[src/rtl/timer_pkg.sv]
// Shared types and constants for the tick timer and its tick synchronizer.
// Latency: n/a (declarations only).
// Backpressure: n/a.
package timer_pkg;

    typedef enum logic [1:0] {
        IDLE = 2'd0,
        RUN  = 2'd1,
        DONE = 2'd2
    } timer_state_t;

    localparam int TIMER_WIDTH_DEFAULT = 16;
    localparam int TIMER_SYNC_MIN      = 2;

endpackage

[src/rtl/tick_sync.sv]
// Synchronizes an asynchronous divided clock into clk and emits one pulse per rising edge.
// Latency: rise_pulse is high during the cycle after edge k+SYNC_STAGES-1 (k = first capture edge).
// Backpressure: none; a pulse is produced regardless of the consumer.
//
// Ports: clk, arst_n (async active-low), async_in (raw divided clock),
//        rise_pulse (one clk cycle per async_in rising edge; falling edges ignored).
module tick_sync
    import timer_pkg::*;
#(
    parameter int SYNC_STAGES = 2
) (
    input  logic clk,
    input  logic arst_n,
    input  logic async_in,
    output logic rise_pulse
);

    // Never build a chain shorter than the metastability minimum.
    localparam int STAGES = (SYNC_STAGES < TIMER_SYNC_MIN) ? TIMER_SYNC_MIN : SYNC_STAGES;

    logic [STAGES-1:0] sync_q;
    logic              prev_q;

    always_ff @(posedge clk or negedge arst_n) begin
        if (!arst_n) begin
            sync_q <= '0;
            prev_q <= 1'b0;
        end else begin
            sync_q <= {sync_q[STAGES-2:0], async_in};
            prev_q <= sync_q[STAGES-1];
        end
    end

    assign rise_pulse = sync_q[STAGES-1] & ~prev_q;

endmodule

[src/rtl/tick_timer.sv]
// Programmable down-counter of divided-clock ticks with one-shot/periodic modes, expiry pulse and sticky irq.
// Latency: count updates SYNC_STAGES edges after tick capture; start visible 1 cycle later; expired/irq registered.
// Backpressure: none; strobes act in the cycle they are presented, stop beats start.
//
// Ports: clk, arst_n, tick_in (async divided clock), load_val (terminal count, sampled on start),
//        start/stop (one-cycle strobes), periodic (sampled on start), irq_clr,
//        count (remaining), running (in RUN), expired (one-cycle pulse), irq (sticky).
module tick_timer
    import timer_pkg::*;
#(
    parameter int WIDTH       = TIMER_WIDTH_DEFAULT,
    parameter int SYNC_STAGES = 2
) (
    input  logic             clk,
    input  logic             arst_n,
    input  logic             tick_in,
    input  logic [WIDTH-1:0] load_val,
    input  logic             start,
    input  logic             stop,
    input  logic             periodic,
    input  logic             irq_clr,
    output logic [WIDTH-1:0] count,
    output logic             running,
    output logic             expired,
    output logic             irq
);

    timer_state_t     state_q, state_nxt;
    logic [WIDTH-1:0] count_q, count_nxt;
    logic [WIDTH-1:0] reload_q, reload_nxt;
    logic             mode_q, mode_nxt;
    logic             expired_q, expired_nxt;
    logic             irq_q, irq_nxt;
    logic             tick_pulse;
    logic             start_ok;

    tick_sync #(
        .SYNC_STAGES (SYNC_STAGES)
    ) u_tick_sync (
        .clk        (clk),
        .arst_n     (arst_n),
        .async_in   (tick_in),
        .rise_pulse (tick_pulse)
    );

    // A zero load is treated as if start never arrived; stop always overrides start.
    assign start_ok = start && !stop && (load_val != '0);

    always_ff @(posedge clk or negedge arst_n) begin
        if (!arst_n) begin
            state_q   <= IDLE;
            count_q   <= '0;
            reload_q  <= '0;
            mode_q    <= 1'b0;
            expired_q <= 1'b0;
            irq_q     <= 1'b0;
        end else begin
            state_q   <= state_nxt;
            count_q   <= count_nxt;
            reload_q  <= reload_nxt;
            mode_q    <= mode_nxt;
            expired_q <= expired_nxt;
            irq_q     <= irq_nxt;
        end
    end

    always_comb begin
        state_nxt   = state_q;
        count_nxt   = count_q;
        reload_nxt  = reload_q;
        mode_nxt    = mode_q;
        expired_nxt = 1'b0;
        irq_nxt     = irq_q & ~irq_clr;

        case (state_q)
            RUN: begin
                if (stop) begin
                    // Halt with count frozen; any coincident tick is dropped.
                    state_nxt = IDLE;
                end else if (start_ok) begin
                    count_nxt  = load_val;
                    reload_nxt = load_val;
                    mode_nxt   = periodic;
                end else if (tick_pulse) begin
                    if (count_q == WIDTH'(1)) begin
                        expired_nxt = 1'b1;
                        irq_nxt     = 1'b1;   // expiry beats a coincident irq_clr
                        if (mode_q) begin
                            count_nxt = reload_q;
                        end else begin
                            count_nxt = '0;
                            state_nxt = DONE;
                        end
                    end else begin
                        count_nxt = count_q - WIDTH'(1);
                    end
                end
            end
            default: begin
                // IDLE and DONE: ticks are ignored, only an accepted start matters.
                if (start_ok) begin
                    count_nxt  = load_val;
                    reload_nxt = load_val;
                    mode_nxt   = periodic;
                    state_nxt  = RUN;
                end
            end
        endcase
    end

    assign count   = count_q;
    assign running = (state_q == RUN);
    assign expired = expired_q;
    assign irq     = irq_q;

endmodule

[config.mk]
export PLATFORM = sky130hd
export DESIGN_NAME = tick_timer
export DESIGN_NICKNAME = d
export VERILOG_FILES = /design/src/rtl/timer_pkg.sv /design/src/rtl/tick_sync.sv /design/src/rtl/tick_timer.sv
export SDC_FILE = /design/constraint.sdc
export NUM_CORES = 1
export LEC_CHECK = 0
export CAP_MARGIN = 10
export CORE_MARGIN = 3
export CORE_UTILIZATION = 29
export CTS_CLUSTER_DIAMETER = 60
export DETAILED_ROUTE_END_ITERATION = 10
export PLACE_DENSITY = 0.58
export SYNTH_ARGS = -nofsm -noshare
export SYNTH_HDL_FRONTEND = slang
export SYNTH_SLANG_ARGS = --single-unit
[constraint.sdc]
create_clock -name clk -period 2.3 [get_ports clk]
set_clock_uncertainty 0.05 [all_clocks]
set_input_delay 0.345 -clock clk [delete_from_list [all_inputs] [get_ports clk]]
set_output_delay 0.345 -clock clk [all_outputs]
set_load 0.05 [all_outputs]
==> results.cfg <==
[critical_path]
path_buf_inv = 1
critPathRequiredTime_ps = 1900
cp_max_fo = 8
worstReg2RegStart = count[0]
reg2reg_depth = 7
crit_arrival_ps = 1750
cp-start-kind = flip-flop
end_kind = primary output
crit_family = buffers and inverters
slowest_delay_ps = 880
r2r_end = count[10]
critPathKind = reg2out
r2r_slack_ps = 230
slowest_stage = clkdlybuf4s50_1
worstPathCellList = clkdlybuf4s50_1
cp.depth = 1

[synthesis]
netlist_instances = 251
synth_cell_type_count = 47
avgSynthCellArea_um2 = 8.70
syn_area_mm2 = 0.00218
ys_ff_latch = 40
synth_nets = 276
ys_warn_count = 0
yosysSeqAreaShare_pct = 45.8

[run]
max_cap_violations = 0

[detailed_routing]
first_iter_violations = 122
routed-wl-met2_um = 2750
vias_per_cell = 5.05
dr.pass1.iters = 5
routed.top_layer = met4
drc_errors = 0
met1Wirelength_um = 2780
wirelength_um = 6010
wl_per_cell_um = 14.7
antenna_left = 0
wl_met3_um = 397
vias = 2069

[hold_path]
holdCritPathClass = reg2reg
worstHoldEndpoint = u_tick_sync.sync_q[1]
min_path_cells = 0
worstHoldStart = u_tick_sync.sync_q[0]

[place]
place.gp.congestion = 0.835
portBuffers = 41
dpl_cell_area_mm2 = 0.00287
hpwl_um = 4300

[timing]
fin_tns_setup_ps = 0
slew_headroom_pct = 51.2
maxSlewViolCount = 0
rsz0062_at_grt = no
hold_viol = 0
period_needed_ps = 2150
setup_viol = 0
tightest_slew_ps = 731
fmax_mhz = 465
fin_crit_sh_pct = 93.4

[power_and_ir_drop]
finalPower_uw = 2480
vdd_drop_max_mv = 0.298
leakage_uw = 0.00129
power.density_mw_per_mm2 = 812

[clock_network]
postCtsSetupRepairBufs = 0
cts_tree = done
cts_buffer_depth = 2
cts_htree_levels = 2
cts_sinks = 40
clkLatencyLatePin_ps = 290
cts_made_buffers = 5
cts.clk_slew.worst_paths_ps = 80
clockRootBuffer = clkbuf_8

[global_routing]
overflow = 0
antenna_found_initial = 0
grt_pass1_wl_um = 10200
grt_pass1_vias = 2039
grt_usage_pct = 14.9
grt_start_max_net_pins = 41

[final_layout]
drive_gt1_share_pct = 15.1
antenna_cells = 0
syn_to_final_growth_pct = 39.7
fin_area_mm2 = 0.00305
nets = 335

[status]
status = completed

[floorplan]
fp-row-count = 31
dieArea_mm2 = 0.00861
core_region_area_mm2 = 0.00729
start_util_pct = 29.9
die_y_um = 92.8
pin_count = 42
die_w_um = 92.8
worst max path at each step:
stage,start,to
floorplan,count[1],count[1]
global placement,load_val[11],count[7]
detailed placement,load_val[11],count[7]
CTS,count[4],count[4]
global route,count[12],count[4]
finish,count[4],count[4]
final cells by class:
| type | instances | area (µm²) |
|---|---|---|
| clock buffer | 5 | 68.8 |
| clock inverter | 3 | 90.1 |
| fill | 764 | 4240 |
| inverter | 6 | 22.5 |
| multi-input combinational | 188 | 1090 |
| sequential | 40 | 1000 |
| tap | 99 | 124 |
| timing repair buffer | 69 | 656 |
flip-flops by register name, summed over array words and instances (netlist names):
register and flops:
u_tick_sync.sync_q 2, state_q 2, count 16, irq 1
u_tick_sync.prev_q 1, mode_q 1, reload_q 16, expired 1
through the flow:
step / setup slack, ps / utilization [%] / cells / hold WS [ps]
2_1_floorplan: 45.2 / - / 251 / -0.591
5_1_grt: 28.7 / 41.8 / 410 / 310
6_report: 151 / 41.8 / 410 / 303
4_1_cts: 140 / 41.7 / 410 / 308
3_5_place_dp: -21.9 / 39.4 / 401 / 288
3_3_place_gp: 60.1 / 39.4 / 401 / 285
cells in the final DEF (no fill, tap or decap), drive strengths merged, types with 2 or more instances in the layout:
| cell type | netlist | routed |
|---|---|---|
| nand2 | 58 | 58 |
| clkdlybuf4s50 | 0 | 40 |
| dfrtp | 40 | 40 |
| buf | 5 | 28 |
| o21ai | 23 | 23 |
| a21oi | 21 | 21 |
| nor2 | 16 | 16 |
| nor4 | 9 | 9 |
| nor3 | 7 | 7 |
| inv | 6 | 6 |
| xnor2 | 6 | 6 |
| a311oi | 6 | 6 |
| clkbuf | 12 | 5 |
| nand3 | 4 | 4 |
| a211o | 4 | 4 |
| nand4 | 3 | 3 |
| bufinv | 0 | 3 |
| nand2b | 2 | 2 |
| or3 | 2 | 2 |
| a22oi | 2 | 2 |
| nand4b | 2 | 2 |
| ha | 2 | 2 |
| or4 | 2 | 2 |
| o31a | 2 | 2 |
Yosys cell counts (all sizes together):
| cell type | count | share of area, % |
|---|---|---|
| o311ai | 1 | 0.40 |
| a22oi | 2 | 0.69 |
| xor2 | 1 | 0.40 |
| a211o | 4 | 1.6 |
| nand4b | 2 | 0.80 |
| clkbuf | 12 | 2.1 |
| mux2 | 1 | 0.52 |
| nor3 | 7 | 1.8 |
| buf | 5 | 1.7 |
| nor3b | 1 | 0.34 |
| o31ai | 1 | 0.34 |
| and3b | 1 | 0.40 |
| nand2b | 2 | 0.57 |
| o21ai | 23 | 5.3 |
| inv | 6 | 1.0 |
| or4 | 2 | 0.86 |
| a311oi | 6 | 2.4 |
| nand4 | 3 | 0.86 |
| and4b | 1 | 0.46 |
| o31a | 2 | 0.86 |
| dfrtp | 40 | 46 |
| o22a | 1 | 0.40 |
| o21a | 1 | 0.34 |
| nand3b | 1 | 0.34 |
| nor2 | 16 | 2.8 |
| ha | 2 | 1.1 |
| and4 | 1 | 0.40 |
| a21oi | 21 | 5.0 |
| nor4 | 9 | 4.0 |
| nor4b | 1 | 0.69 |
| and3 | 1 | 0.29 |
| a41oi | 1 | 0.40 |
| nand3 | 4 | 0.92 |
| nand2 | 58 | 10 |
| a221oi | 1 | 0.40 |
| or3 | 2 | 0.57 |
| o41ai | 1 | 0.40 |
| xnor2 | 6 | 2.4 |
| or3b | 1 | 0.40 |
kinds of logic after synthesis:
| group | synth area share, % |
|---|---|
| xor+xnor | 2.81 |
| compound gates | 18.5 |
| mux | 0.516 |
| flops | 45.8 |
| buf+inv | 4.76 |
| fa+ha+maj | 1.15 |
| simple gates | 26.4 |
metal layers:
layer	vias up	GRT usage, %
met4	0	4.15
met1	984	19.9
met2	64	23.5
li1	1012	-
met3	9	4.31
met5	-	0
power by group:
part           total (µW)  leakage, µW  internal (µW)  switching (µW)
registers             924     0.000485            797             127
clock network         801    0.0000784            543             258
logic                 750     0.000730            310             440
total                2480      0.00129           1650             825
repair_timing:
action,CTS,global route
hold buffers,1,0
setup endpoints to repair,0,1
gates resized for setup,0,1
endpoints found under the hold margin,40,0
(Power assumes the default switching activity.)
